$ cat config.mk
export PLATFORM = sky130hd
export DESIGN_NAME = pc_fetch_unit_flat
export DESIGN_NICKNAME = d
export VERILOG_FILES = /design/src/rtl/cpu_pkg.sv /design/src/rtl/pc_fetch_unit_if.sv /design/src/rtl/pc_next_calc.sv /design/src/rtl/pc_fetch_unit.sv /design/src/flat_wrapper.sv
export SDC_FILE = /design/constraint.sdc
export NUM_CORES = 1
export LEC_CHECK = 0
export BUFFER_PORTS_ARGS = -buffer_cell sky130_fd_sc_hd__buf_2
export CORE_MARGIN = 3
export CORE_UTILIZATION = 50
export CTS_BUF_LIST = sky130_fd_sc_hd__clkbuf_2 sky130_fd_sc_hd__clkbuf_4 sky130_fd_sc_hd__clkbuf_8
export DETAILED_ROUTE_END_ITERATION = 7
export PLACE_DENSITY = 0.91
export SYNTH_ARGS = -nofsm -noshare
export SYNTH_HDL_FRONTEND = slang
export SYNTH_HIERARCHICAL = 1
export SYNTH_SLANG_ARGS = --single-unit
$ cat constraint.sdc
create_clock -name clk -period 4 [get_ports clk]
set_input_delay 0.2 -clock clk [delete_from_list [all_inputs] [get_ports clk]]
set_output_delay 0.2 -clock clk [all_outputs]
set_load 0.01 [all_outputs]
$ cat src/rtl/cpu_pkg.sv
// Shared CPU definitions: fetch FSM encoding, instruction-store geometry and
// opcode nibble positions used by the fetch, memory and decode blocks.
package cpu_pkg;

    localparam int ADDR_W     = 16;
    localparam int IMEM_DEPTH = 64;

    typedef enum logic [1:0] {
        BOOT = 2'd0,
        RUN  = 2'd1,
        HALT = 2'd2
    } fetch_state_e;

    // Opcode nibble fields, least significant first.
    localparam int OP_NIB0_LSB = 0;
    localparam int OP_NIB1_LSB = 4;
    localparam int OP_NIB2_LSB = 8;
    localparam int OP_NIB3_LSB = 12;
    localparam int OP_NIB_W    = 4;

    typedef struct packed {
        logic [3:0] nib3;  // [15:12]
        logic [3:0] nib2;  // [11:8]
        logic [3:0] nib1;  // [7:4]
        logic [3:0] nib0;  // [3:0]
    } op_fields_t;

    function automatic logic [3:0] op_nibble(input logic [15:0] ins, input int unsigned idx);
        return ins[(idx % 4) * OP_NIB_W +: OP_NIB_W];
    endfunction

endpackage

$ cat src/rtl/pc_fetch_unit_if.sv
// Control-side request bundle and instruction-memory-side fetch outputs of the PC stage.
interface pc_fetch_unit_if #(
    parameter int ADDR_W = cpu_pkg::ADDR_W,
    parameter int OFF_W  = 8
);

    logic              stall;
    logic              branch_taken;
    logic [OFF_W-1:0]  branch_off;
    logic              jump;
    logic [ADDR_W-1:0] jump_addr;
    logic              halt_req;

    logic [ADDR_W-1:0] IAddress;
    logic              InsMemRW;
    logic [ADDR_W-1:0] pc_plus1;
    logic              fetch_valid;
    logic              halted;
    logic              addr_fault;

    modport master (
        output stall, branch_taken, branch_off, jump, jump_addr, halt_req,
        input  IAddress, InsMemRW, pc_plus1, fetch_valid, halted, addr_fault
    );

    modport slave (
        input  stall, branch_taken, branch_off, jump, jump_addr, halt_req,
        output IAddress, InsMemRW, pc_plus1, fetch_valid, halted, addr_fault
    );

endinterface

$ cat src/rtl/pc_next_calc.sv
// Combinational next-PC arithmetic: wrapped sequential successor, redirect
// target selection (jump over branch) and the instruction-store range check.
module pc_next_calc #(
    parameter int ADDR_W     = cpu_pkg::ADDR_W,
    parameter int IMEM_DEPTH = cpu_pkg::IMEM_DEPTH,
    parameter int OFF_W      = 8
) (
    input  logic [ADDR_W-1:0] pc,
    input  logic              branch_taken,
    input  logic [OFF_W-1:0]  branch_off,
    input  logic              jump,
    input  logic [ADDR_W-1:0] jump_addr,
    output logic [ADDR_W-1:0] pc_plus1,
    output logic [ADDR_W-1:0] next_pc,
    output logic              redirect,
    output logic              fault
);

    localparam logic [ADDR_W-1:0] LAST_ADDR = ADDR_W'(IMEM_DEPTH - 1);
    localparam logic [ADDR_W-1:0] DEPTH     = ADDR_W'(IMEM_DEPTH);

    logic [ADDR_W-1:0] off_ext;
    logic [ADDR_W-1:0] branch_target;
    logic [ADDR_W-1:0] target;

    // Branch offsets are relative to the raw PC+1; only sequential flow wraps at the store end.
    assign off_ext       = {{(ADDR_W-OFF_W){branch_off[OFF_W-1]}}, branch_off};
    assign branch_target = pc + ADDR_W'(1) + off_ext;
    assign pc_plus1      = (pc == LAST_ADDR) ? '0 : pc + ADDR_W'(1);

    // NOTE: every output of a combinational block gets a default first, so no path can infer a latch.
    always_comb begin
        redirect = jump | branch_taken;
        target   = jump ? jump_addr : branch_target;
        fault    = 1'b0;
        next_pc  = pc_plus1;
        if (redirect) begin
            if (target >= DEPTH) begin
                fault   = 1'b1;
                next_pc = pc;
            end else begin
                next_pc = target;
            end
        end
    end

endmodule

$ cat src/rtl/pc_fetch_unit.sv
// Program counter and fetch sequencer: BOOT/RUN/HALT control, PC register and
// sticky out-of-range fault, feeding the instruction memory address port.
module pc_fetch_unit #(
    parameter int ADDR_W       = cpu_pkg::ADDR_W,
    parameter int IMEM_DEPTH   = cpu_pkg::IMEM_DEPTH,
    parameter int RESET_VECTOR = 0,
    parameter int OFF_W        = 8
) (
    input  logic           clk,
    input  logic           rst_n,
    pc_fetch_unit_if.slave bus
);

    import cpu_pkg::*;

    fetch_state_e      state_q, state_d;
    logic [ADDR_W-1:0] pc_q, pc_d;
    logic              fault_q, fault_d;

    logic [ADDR_W-1:0] pc_plus1;
    logic [ADDR_W-1:0] next_pc;
    logic              redirect;
    logic              target_fault;
    logic              fetch_valid;

    pc_next_calc #(
        .ADDR_W     (ADDR_W),
        .IMEM_DEPTH (IMEM_DEPTH),
        .OFF_W      (OFF_W)
    ) u_next (
        .pc           (pc_q),
        .branch_taken (bus.branch_taken),
        .branch_off   (bus.branch_off),
        .jump         (bus.jump),
        .jump_addr    (bus.jump_addr),
        .pc_plus1     (pc_plus1),
        .next_pc      (next_pc),
        .redirect     (redirect),
        .fault        (target_fault)
    );

    // NOTE: only the control registers are reset; there is no storage array here to clear.
    always_ff @(posedge clk) begin
        if (!rst_n) begin
            state_q <= BOOT;
            pc_q    <= ADDR_W'(RESET_VECTOR);
            fault_q <= 1'b0;
        end else begin
            // NOTE: non-blocking updates so every register samples pre-edge values.
            state_q <= state_d;
            pc_q    <= pc_d;
            fault_q <= fault_d;
        end
    end

    always_comb begin
        state_d     = state_q;
        pc_d        = pc_q;
        fault_d     = fault_q;
        fetch_valid = 1'b0;

        unique case (state_q)
            BOOT: state_d = RUN;

            RUN: begin
                fetch_valid = ~bus.stall;
                if (bus.halt_req) begin
                    state_d = HALT;
                end else if (redirect) begin
                    // A redirect squashes the stalled fetch, so stall is not consulted here.
                    if (target_fault) begin
                        fault_d = 1'b1;
                        state_d = HALT;
                    end else begin
                        pc_d = next_pc;
                    end
                end else if (!bus.stall) begin
                    pc_d = next_pc;
                end
            end

            HALT: ;

            default: state_d = BOOT;
        endcase
    end

    assign bus.IAddress    = pc_q;
    assign bus.InsMemRW    = 1'b0;
    assign bus.pc_plus1    = pc_plus1;
    assign bus.fetch_valid = fetch_valid;
    assign bus.halted      = (state_q == HALT);
    assign bus.addr_fault  = fault_q;

endmodule
$ cat src/flat_wrapper.sv
// flat-port wrapper written by rule: the top's interface ports become plain ports
module pc_fetch_unit_flat import cpu_pkg::*;
#(
    parameter int ADDR_W       = cpu_pkg::ADDR_W,
    parameter int IMEM_DEPTH   = cpu_pkg::IMEM_DEPTH,
    parameter int RESET_VECTOR = 0,
    parameter int OFF_W        = 8
)
  (clk, rst_n, bus_stall, bus_branch_taken, bus_branch_off, bus_jump, bus_jump_addr, bus_halt_req, bus_IAddress, bus_InsMemRW, bus_pc_plus1, bus_fetch_valid, bus_halted, bus_addr_fault);
  pc_fetch_unit_if #(.ADDR_W(ADDR_W), .OFF_W(OFF_W)) bus_i ();
  input  logic clk;
  input  logic rst_n;
  input wire logic [$bits(bus_i.stall)-1:0] bus_stall;
  input wire logic [$bits(bus_i.branch_taken)-1:0] bus_branch_taken;
  input wire logic [$bits(bus_i.branch_off)-1:0] bus_branch_off;
  input wire logic [$bits(bus_i.jump)-1:0] bus_jump;
  input wire logic [$bits(bus_i.jump_addr)-1:0] bus_jump_addr;
  input wire logic [$bits(bus_i.halt_req)-1:0] bus_halt_req;
  output wire logic [$bits(bus_i.IAddress)-1:0] bus_IAddress;
  output wire logic [$bits(bus_i.InsMemRW)-1:0] bus_InsMemRW;
  output wire logic [$bits(bus_i.pc_plus1)-1:0] bus_pc_plus1;
  output wire logic [$bits(bus_i.fetch_valid)-1:0] bus_fetch_valid;
  output wire logic [$bits(bus_i.halted)-1:0] bus_halted;
  output wire logic [$bits(bus_i.addr_fault)-1:0] bus_addr_fault;
  assign bus_i.stall = bus_stall;
  assign bus_i.branch_taken = bus_branch_taken;
  assign bus_i.branch_off = bus_branch_off;
  assign bus_i.jump = bus_jump;
  assign bus_i.jump_addr = bus_jump_addr;
  assign bus_i.halt_req = bus_halt_req;
  assign bus_IAddress = bus_i.IAddress;
  assign bus_InsMemRW = bus_i.InsMemRW;
  assign bus_pc_plus1 = bus_i.pc_plus1;
  assign bus_fetch_valid = bus_i.fetch_valid;
  assign bus_halted = bus_i.halted;
  assign bus_addr_fault = bus_i.addr_fault;
  pc_fetch_unit #(.ADDR_W(ADDR_W), .IMEM_DEPTH(IMEM_DEPTH), .RESET_VECTOR(RESET_VECTOR), .OFF_W(OFF_W)) u_core (.clk(clk), .rst_n(rst_n), .bus(bus_i));
endmodule
==> insert_results.sql <==
INSERT INTO impl_metrics (metric_group, metric, value, unit) VALUES
('global_route', 'grt_max_degree', '36', ''),
('finish', 'multiInputGateArea', '0.00238', 'mm^2'),
('logic_synthesis', 'post-synth-top-area-fraction', '15.1', '%'),
('logic_synthesis', 'synth-seq-cells', '19', ''),
('timing', 'post-route-worst-setup-slack', '-0.128', 'ns'),
('worst_setup_path', 'worstSetupPathType', 'flip-flop to flip-flop', ''),
('placed_design', 'globalplace.congestion', '0.872', ''),
('finish', 'antenna_cells_inserted', '0', ''),
('detailed_routing', 'drt_drc_violations_left', '0', ''),
('worst_setup_path', 'worst_r2r_startpoint', 'u_core/bus.IAddress[0]$_SDFFE_PN0P_', ''),
('global_route', 'grt.total_usage', '24.7', '%'),
('finish', 'nFillCells', '295', ''),
('detailed_routing', 'route.detailed.vias_per_inst', '6.53', ''),
('clock_network', 'clock_path_buffers', '2', ''),
('min_path', 'holdCritPathClass', 'input port to flip-flop', ''),
('min_path', 'holdPathEnd', 'u_core/state_q[0]$_SDFFE_PN0P_', ''),
('placed_design', 'io_buffers', '64', ''),
('global_route', 'first_pass_grt_wire_length', '12300', 'um'),
('worst_setup_path', 'critical_path.endpoint_type', 'flip-flop', ''),
('logic_synthesis', 'synth.cell_area', '0.00251', 'mm^2'),
('timing', 'max_freq', '242', 'MHz'),
('floorplan', 'count_of_boundary_i_o_pins', '66', ''),
('detailed_routing', 'drt_first_iter_violations', '504', ''),
('timing', 'final-setup-viol-count', '16', ''),
('clock_network', 'cts-root-buf', 'sky130_fd_sc_hd__clkbuf_8', ''),
('worst_setup_path', 'r2r_setup_slack', '-0.13', 'ns'),
('clock_network', 'cts_tree', 'yes', ''),
('logic_synthesis', 'ys.warnings.count', '6', ''),
('timing', 'timing.final.max_slew_violations', '0', ''),
('finish', 'postLayoutCoreUtil', '73.7', '%'),
('run_status', 'violations', 'negative setup slack', ''),
('logic_synthesis', 'synth_top_cell_by_area', 'sky130_fd_sc_hd__dfxtp_1', ''),
('power', 'p_per_area', '135', 'mW/mm^2'),
('min_path', 'timing.hold.worst.start', 'bus_halt_req', ''),
('timing', 'timing.max_slew.rel_slack', '62.8', '%'),
('logic_synthesis', 'async_flop_share', '0', '%'),
('run_status', 'run_status', 'complete, but fails checks', ''),
('detailed_routing', 'dr_total_vias', '3189', ''),
('timing', 'fin_worst_skew', '0.00385', 'ns'),
('clock_network', 'clkLatencyLatePin', '0.26', 'ns'),
('placed_design', 'placement.setup.worst_slack', '-0.108', 'ns'),
('worst_setup_path', 'crit-reg2reg-capture', 'u_core/bus.IAddress[13]$_SDFFE_PN0P_', ''),
('timing', 'worst_hold_margin', '0.335', 'ns'),
('detailed_routing', 'drt-wirelength-per-cell', '19.5', 'um'),
('power', 'p_leak', '1.61', 'nW'),
('logic_synthesis', 'post_synth_main_area_contributors', 'sky130_fd_sc_hd__dfxtp_1 15%, sky130_fd_sc_hd__ha_1 10%, sky130_fd_sc_hd__nand2_1 8.4%', ''),
('timing', 'final_period_minus_worst_setup_slack', '4.13', 'ns'),
('clock_network', 'cts_buffers', '3', ''),
('placed_design', 'hpwlAfterDp', '5700', 'um'),
('global_route', 'number_of_antenna_violations_at_the_first_check_in_global_routing', '0', ''),
('detailed_routing', 'detail_route.first_pass.iterations', '5', ''),
('logic_synthesis', 'post_synthesis_sequential_area_ratio', '15.1', '%'),
('finish', 'synthesis_to_finish_area_growth', '40.2', '%'),
('floorplan', 'initial_utilization', '52.5', '%'),
('clock_network', 'cts_hold_buf', '0', ''),
('logic_synthesis', 'post_synth.cell_area_avg', '7.51', 'um^2'),
('worst_setup_path', 'critPathRequiredTime', '4.18', 'ns'),
('global_route', 'first_global_vias', '2809', ''),
('finish', 'layout.area.seq', '385', 'um^2'),
('min_path', 'worstHoldPathCells', '4', ''),
('clock_network', 'h-tree-depth', '1', ''),
('floorplan', 'overall_die_height', '76.9', 'um'),
('detailed_routing', 'detail_route.wirelength', '9500', 'um'),
('floorplan', 'die_area', '0.00592', 'mm^2'),
('floorplan', 'std_cell_rows', '25', ''),
('worst_setup_path', 'worstPathArrival', '4.31', 'ns'),
('worst_setup_path', 'timing.critical_path.from_type', 'flip-flop', ''),
('timing', 'final_hold_viol_count', '0', ''),
('clock_network', 'cts.sink_count', '19', ''),
('logic_synthesis', 'number_of_enable_flip_flop_cells_after_synthesis', '0', ''),
('worst_setup_path', 'critical_path_peak_fanout', '7', '');
## synthesized netlist by cell type (2+ instances only)
cell,instances
sky130_fd_sc_hd__nand2_1,56
sky130_fd_sc_hd__xnor2_1,22
sky130_fd_sc_hd__a311oi_1,2
sky130_fd_sc_hd__nand3_1,9
sky130_fd_sc_hd__dfxtp_1,19
sky130_fd_sc_hd__nor2_1,22
sky130_fd_sc_hd__nor2_2,2
sky130_fd_sc_hd__nor3_1,8
sky130_fd_sc_hd__o21a_1,4
sky130_fd_sc_hd__clkbuf_1,9
sky130_fd_sc_hd__o21ai_0,7
sky130_fd_sc_hd__ha_1,21
sky130_fd_sc_hd__o211ai_1,4
sky130_fd_sc_hd__buf_2,4
sky130_fd_sc_hd__inv_1,6
sky130_fd_sc_hd__a211oi_1,3
sky130_fd_sc_hd__a31oi_1,9
sky130_fd_sc_hd__buf_4,2
sky130_fd_sc_hd__and2_1,5
sky130_fd_sc_hd__a211o_1,2
sky130_fd_sc_hd__mux2i_1,16
sky130_fd_sc_hd__nor4_1,3
sky130_fd_sc_hd__and3_1,7
sky130_fd_sc_hd__nor2b_1,5
sky130_fd_sc_hd__a21oi_1,22
sky130_fd_sc_hd__a21o_1,3
sky130_fd_sc_hd__a21oi_2,2
sky130_fd_sc_hd__a22o_2,5
sky130_fd_sc_hd__a22o_1,4
sky130_fd_sc_hd__o31ai_1,2
sky130_fd_sc_hd__xor2_1,11
sky130_fd_sc_hd__nand2b_1,3
sky130_fd_sc_hd__nand4_1,5
sky130_fd_sc_hd__a22oi_1,2
## layout by cell type, fill, tap and decap left out, drive strengths merged, types with 3 or more instances in the layout
master  instances
a22o            9
a31oi           9
xnor2          22
nand2b          4
nor3            9
dfxtp          19
a211o           3
xor2           11
a21o            3
a21oi          24
o211ai          5
nor2b           5
o21ai           9
inv             7
clkbuf          4
nor2           24
a211oi          3
and2            5
o21a            4
buf            99
nand4           5
ha             21
nor4            4
nand3           9
nand2          57
and3            7
mux2i          16
## area by class of cell
class,count,area share [%]
multi-input combinational,292,67.6
timing repair buffer,99,16.9
sequential,19,10.9
tap,67,2.38
clock buffer,4,1.38
inverter,7,0.816
## per-layer routing
metal | vias to the layer above | global-route usage, % | part of all wire, %
met2 | 285 | 45.9 | 49
met1 | 1444 | 28.4 | 35
li1 | 1375 | - | -
met3 | 85 | 2.35 | 9.6
met5 | - | 0 | 0
met4 | 0 | 10.7 | 6.2
## per-stage QoR
stage          instances  instance area, um^2  power (mW)  TNS, ns
6_report             488                 3530       0.476    -1.48
2_1_floorplan        335                 2540       0.279        0
3_3_place_gp         474                 3050       0.314        0
4_1_cts              481                 3190       0.460        0
3_5_place_dp         474                 3050       0.317    -1.25
5_1_grt              488                 3530       0.496    -3.16
## state kept, by name (all words and copies together), names as in the netlist
name	cells
u_core/state_q	2
u_core/bus.addr_fault	1
u_core/bus.IAddress	16
## critical path, stage by stage (launching register included)
cell and delay (ns):
sky130_fd_sc_hd__dfxtp_4 0.38, sky130_fd_sc_hd__ha_4 0.16, sky130_fd_sc_hd__nand3_4 0.12, sky130_fd_sc_hd__nor3_4 0.30, sky130_fd_sc_hd__nand3_4 0.18, sky130_fd_sc_hd__nor2_4 0.19, sky130_fd_sc_hd__xor2_2 0.24, sky130_fd_sc_hd__ha_4 0.22
sky130_fd_sc_hd__o21ai_1 0.08, sky130_fd_sc_hd__nand2b_1 0.13, sky130_fd_sc_hd__buf_4 0.16, sky130_fd_sc_hd__nand4_1 0.19, sky130_fd_sc_hd__nor2_2 0.18, sky130_fd_sc_hd__a211oi_2 0.08, sky130_fd_sc_hd__o31a_1 0.37, sky130_fd_sc_hd__o21ai_4 0.21
sky130_fd_sc_hd__inv_4 0.05, sky130_fd_sc_hd__nand2_2 0.06, sky130_fd_sc_hd__nor4b_4 0.32, sky130_fd_sc_hd__buf_6 0.20, sky130_fd_sc_hd__mux2i_1 0.21
## where the power goes
part | internal (mW) | switching (mW) | total, mW
sequential | 0.192 | 0.00298 | 0.195
clock | 0.0776 | 0.0601 | 0.138
combinational | 0.0622 | 0.0812 | 0.143
## repair_timing
action                     CTS  global route
resized for setup           13            58
buffers inserted             2             7
setup endpoints to repair   16            19
cloned                       1             0
pin swaps                    5            18
## cell families (layout without fill, tap and decap cells)
group	Yosys count	in the layout	synth area share [%]
mux	17	17	6.82
compound gates	80	80	22.3
simple gates	139	139	28.0
other cells	1	1	0.149
buf+inv	24	110	4.83
fa+ha+maj	22	22	11.2
flops	19	19	15.1
xor+xnor	33	33	11.5
## worst max-delay path by stage
| stage | from | to | slack [ns] | depth (start not counted) |
|---|---|---|---|---|
| floorplan | u_core/bus.IAddress[7]$_SDFFE_PN0P_ | u_core/bus.IAddress[0]$_SDFFE_PN0P_ | 0.02 | 20 |
| global placement | u_core/bus.IAddress[0]$_SDFFE_PN0P_ | u_core/bus.IAddress[0]$_SDFFE_PN0P_ | 0.05 | 18 |
| detailed placement | u_core/bus.IAddress[0]$_SDFFE_PN0P_ | u_core/bus.IAddress[1]$_SDFFE_PN0P_ | -0.11 | 18 |
| CTS | u_core/bus.IAddress[0]$_SDFFE_PN0P_ | u_core/bus.IAddress[8]$_SDFFE_PN0P_ | 0.0007 | 18 |
| global route | u_core/bus.IAddress[0]$_SDFFE_PN0P_ | u_core/bus.IAddress[13]$_SDFFE_PN0P_ | -0.23 | 20 |
| finish | u_core/bus.IAddress[0]$_SDFFE_PN0P_ | u_core/bus.IAddress[13]$_SDFFE_PN0P_ | -0.13 | 20 |
Note: power is estimated with default switching activity, not from simulation.
